===== config.mk =====
export PLATFORM = sky130hd
export DESIGN_NAME = ysyx_23060240_ifu
export DESIGN_NICKNAME = d
export VERILOG_FILES = /design/src/rtl/ysyx_23060240_ifu.sv
export SDC_FILE = /design/constraint.sdc
export NUM_CORES = 1
export LEC_CHECK = 0
export CAP_MARGIN = 20
export CORE_ASPECT_RATIO = 1.75
export CORE_UTILIZATION = 48
export DETAILED_ROUTE_END_ITERATION = 16
export GPL_ROUTABILITY_DRIVEN = 0
export GPL_TIMING_DRIVEN = 0
export PLACE_DENSITY = 0.92
export SYNTH_ARGS = -nofsm -noshare
export SYNTH_HDL_FRONTEND = slang
export SYNTH_SLANG_ARGS = --single-unit
export TNS_END_PERCENT = 1

===== constraint.sdc =====
create_clock -name clk -period 6.05 [get_ports clk]
set_clock_uncertainty 0.05 [all_clocks]
set_input_delay 1.21 -clock clk [delete_from_list [all_inputs] [get_ports clk]]
set_output_delay 1.21 -clock clk [all_outputs]
set_load 0.01 [all_outputs]

===== src/rtl/ysyx_23060240_ifu.sv =====
// Instruction fetch unit: holds the PC, issues one imem fetch at a time and
// hands {pc, inst, err} to decode, honouring redirects from branch resolution.
module ysyx_23060240_ifu #(
    parameter int unsigned          XLEN     = 32,
    parameter logic [XLEN-1:0]      RESET_PC = 32'h8000_0000
) (
    input  logic            clk,
    input  logic            rst_n,
    input  logic            redirect_valid,
    input  logic [XLEN-1:0] redirect_pc,
    output logic            imem_req_valid,
    input  logic            imem_req_ready,
    output logic [XLEN-1:0] imem_req_addr,
    input  logic            imem_rsp_valid,
    input  logic [31:0]     imem_rsp_data,
    input  logic            imem_rsp_err,
    output logic            out_valid,
    input  logic            out_ready,
    output logic [XLEN-1:0] out_pc,
    output logic [31:0]     out_inst,
    output logic            out_err
);

    localparam int unsigned INST_W = 32;

    typedef enum logic [1:0] {
        S_REQ  = 2'd0,
        S_WAIT = 2'd1,
        S_DROP = 2'd2,
        S_HOLD = 2'd3
    } state_e;

    state_e            state_q, state_d;
    logic [XLEN-1:0]   pc_q, pc_d;
    logic [XLEN-1:0]   out_pc_q, out_pc_d;
    logic [INST_W-1:0] out_inst_q, out_inst_d;
    logic              out_err_q, out_err_d;

    logic aligned_c;
    logic req_fire_c;

    // Handshake outputs are combinational; a redirect suppresses delivery in the same cycle.
    assign aligned_c      = (pc_q[1:0] == 2'b00);
    assign imem_req_valid = rst_n && (state_q == S_REQ) && aligned_c;
    assign imem_req_addr  = pc_q;
    assign req_fire_c     = imem_req_valid && imem_req_ready;
    assign out_valid      = (state_q == S_HOLD) && !redirect_valid;
    assign out_pc         = out_pc_q;
    assign out_inst       = out_inst_q;
    assign out_err        = out_err_q;

    always_comb begin
        state_d    = state_q;
        pc_d       = pc_q;
        out_pc_d   = out_pc_q;
        out_inst_d = out_inst_q;
        out_err_d  = out_err_q;

        if (redirect_valid) begin
            pc_d = redirect_pc;
        end

        unique case (state_q)
            S_REQ: begin
                if (req_fire_c) begin
                    state_d = redirect_valid ? S_DROP : S_WAIT;
                end else if (!aligned_c && !redirect_valid) begin
                    // Misaligned PC never reaches imem; deliver a fault instead.
                    state_d    = S_HOLD;
                    out_pc_d   = pc_q;
                    out_inst_d = '0;
                    out_err_d  = 1'b1;
                end
            end
            S_WAIT: begin
                if (redirect_valid) begin
                    state_d = imem_rsp_valid ? S_REQ : S_DROP;
                end else if (imem_rsp_valid) begin
                    state_d    = S_HOLD;
                    out_pc_d   = pc_q;
                    out_inst_d = imem_rsp_data;
                    out_err_d  = imem_rsp_err;
                end
            end
            S_DROP: begin
                if (imem_rsp_valid) begin
                    state_d = S_REQ;
                end
            end
            S_HOLD: begin
                if (redirect_valid) begin
                    state_d = S_REQ;
                end else if (out_ready) begin
                    state_d = S_REQ;
                    pc_d    = pc_q + XLEN'(4);
                end
            end
            default: state_d = S_REQ;
        endcase
    end

    always_ff @(posedge clk or negedge rst_n) begin
        if (!rst_n) begin
            state_q    <= S_REQ;
            pc_q       <= RESET_PC;
            out_pc_q   <= '0;
            out_inst_q <= '0;
            out_err_q  <= 1'b0;
        end else begin
            state_q    <= state_d;
            pc_q       <= pc_d;
            out_pc_q   <= out_pc_d;
            out_inst_q <= out_inst_d;
            out_err_q  <= out_err_d;
        end
    end

endmodule


==> flow_metrics.tcl <==
set metrics [dict create \
    synth.distinct_cells 37 \
    synthesis.instances 449 \
    dr.pass1.iters 5 \
    muxShareOfSynthArea_pct 8.04 \
    ys_seq_area_share_pct 55.5 \
    start_kind "input port" \
    routed_wl_mm 13.7 \
    start_util_pct 49.4 \
    synth_top_family_by_area "simple AND/OR/NAND/NOR gates" \
    synth_area_um2 4470 \
    setup_viol_count_final 0 \
    grt-ovfl-total 0 \
    syn_nets 521 \
    met1_usage_pct 28.4 \
    coreArea_um2 9040 \
    dp_hpwl_mm 10.4 \
    hold_path_class "register to register" \
    p_clk_share_pct 23.9 \
    crit_buf_inv 4 \
    cpMostUsedCell "clkdlybuf4s50_1" \
    required_ps 4790 \
    p_int_mw 1.67 \
    cp_slowest_cell "clkdlybuf4s50_1" \
    met3_usage_pct 4.59 \
    gr-usage-all-layers_pct 28.4 \
    worstReg2RegEnd "out_pc[12]" \
    clock_tree.buffer_depth 2 \
    max_freq_mhz 224 \
    grt-busiest-layer "met2" \
    rsz0062_at_grt "false" \
    htree_levels 3 \
    nets 702 \
    drv_cap 0 \
    vdd_drop_max_mv 0.246 \
    io_buffers 169 \
    path_depth 5 \
    cp-end-kind "output pin" \
    hold_start "out_inst[1]" \
    cts.hold.buffers_added 0 \
    period_needed_ps 4470 \
    powerDensity_nw_per_um2 368 \
    cts-root-buf "clkbuf_16" \
    post_cts_buffers 0 \
    num_vias 4273 \
    grt_pass1_wl_mm 20.4 \
    p_comb_share_pct 36.0 \
    hold_viol_final 0 \
    hold_path_end "out_inst[1]" \
    reg2reg_depth 6 \
    die_y_um 130 \
    clk_pin_slew_worst_paths_ps 70 \
    synth_compound_area_share_pct 10.9 \
    n_fill_cell 620 \
    pin_count 170 \
    avgViaCountPerCell 5.66 \
    slew_viol_final 0 \
    final_util_pct 73.4 \
    synth-main-ff-cell "dfrtp_1" \
    ant_nets 0 \
    synth_edf_count 0 \
    ctsResizeCount 0 \
    tritoncts "built" \
    cp_top_family "buffers and inverters" \
    synth-seq-cells 99 \
    p_switching_uw 769 \
    path_class "input port to output pin" \
    r2r_start "state_q[0]" \
    yosys.area_share.simple_pct 19.6 \
    crit_path_max_fanout 10 \
    placed_area_um2 6330 \
    sequentialPowerShare_pct 40.1 \
    clock-sinks 99 \
    synth_xor_area_share_pct 2.16 \
    arrival_ps 3210 \
    worstMarginPinSlew_ps 668 \
    worstSkewPairLatency_ps 350 \
    async_flop_share_pct 100 \
    slowest_delay_ps 530 \
    die_x_um 74.9 \
    diodes 0 \
    post_drt_wl_per_cell_um 18.2 \
    status "finished clean" \
    drt_iter0_markers 265 \
    synth_fa_ha_area_share_pct 0.280 \
    row_count 46 \
    drc 0 \
    seqCellArea_um2 2480 \
    hold_slack_ps 441 \
    worst_hold_path.num_cells 2 \
    startpoint "redirect_valid" \
    area_growth_pct 48.5 \
    first_global_vias 4253 \
    yosys_warnings 0 \
    avgSynthCellArea_um2 9.95 \
    min_period_over_period_pct 73.8 \
    slew_headroom_pct 55.4 \
    drive_gt1_share_pct 9.29 \
    use_met2_pct 53.5 \
    rrSetupSlack_ps 3510 \
    fin_cells 755 \
    multiInputGateArea_um2 1830 \
    cts_buffers 9 \
    crit_chain "clkdlybuf4s50_1 > clkbuf_1 > clkinv_1 > and3_1 > clkdlybuf4s50_1" \
    grt_max_degree 64 \
    placedCellCount 739 \
    design_area_um2 6640 \
    swShare_pct 31.5 \
    power_leakage_nw 2.63 \
    fp.dieArea_um2 9710 \
    antenna_found_initial 0 \
]
==> cell type report <==
type | instances | share of cell area, %
Sequential cell | 99 | 37.4
Multi-Input combinational cell | 312 | 27.6
Timing Repair Buffer | 170 | 25.9
Clock buffer | 9 | 3.39
Tap cell | 120 | 2.26
Buffer | 30 | 1.90
Clock inverter | 7 | 1.13
Inverter | 8 | 0.453
==> registers in the layout, summed over array words and instances (netlist names) <==
name / count
imem_req_addr: 32
out_err: 1
out_inst: 32
out_pc: 32
state_q: 2
==> tightest hold or removal path, cell delays in order, from the launching register on <==
cell	delay, ps
dfrtp_1	340
nand2_1	50
o21ai_0	60
==> Yosys cell counts (4+ instances only) <==
master / number / area (µm²)
mux2_2: 29 / 327
o31ai_1: 10 / 75.1
nand2_1: 95 / 357
o211ai_1: 4 / 30.0
buf_2: 4 / 20.0
nand4_1: 8 / 50.1
inv_1: 7 / 26.3
or4_1: 20 / 150
o21ai_0: 55 / 275
xnor2_1: 7 / 61.3
dfrtp_1: 98 / 2450
nand3_1: 14 / 70.1
xor2_1: 4 / 35.0
nor4_1: 4 / 25.0
a31oi_1: 15 / 93.8
clkbuf_1: 23 / 86.3
or3_1: 9 / 56.3
nor2_1: 21 / 78.8
==> layout by cell type (no fill, tap or decap), drive strengths merged, types with 10 or more instances in the layout <==
master and n:
a31oi 15, inv 10, o21ai 55, clkbuf 33
nor2 21, dfrtp 98, mux2 29, or4 21
nand2 95, o31ai 10, nand3 14, clkdlybuf4s50 168
==> worst max path at each step <==
stage                           endpoint  slack (ps)
after floorplan                out_valid        2910
after global placement    imem_req_valid       -1010
after detailed placement       out_valid        1630
after CTS                      out_valid        1610
after global routing           out_valid        1430
final                          out_valid        1580
==> kinds of logic after synthesis <==
kind of cell	count (synthesis)
compound gates	86
xor+xnor	11
fa+ha+maj	1
buf+inv	38
flops	99
mux	31
simple gates	183
==> per-stage QoR <==
stage               power, mW  TNS [ps]  setup WS [ps]
global route             2.56         0           1430
global placement         1.81     -1010          -1010
floorplan                1.32         0           2910
CTS                      2.45         0           1610
finish                   2.44         0           1580
detailed placement       1.87         0           1630
==> power by group through the flow <==
stage	Sequential (mW)	Clock (mW)	Combinational (mW)
after floorplan	1.06	0	0.259
after global placement	0.971	0	0.838
after detailed placement	0.988	0	0.878
after CTS	0.977	0.592	0.884
after global routing	0.999	0.620	0.940
final	0.979	0.583	0.879
==> per-layer routing <==
metal,share of wire [%],vias to the layer above
met5,0,-
met4,3.5,0
met3,6.8,38
met2,55,208
met1,35,2075
li1,-,1952
Note: power is estimated with default switching activity, not from simulation.
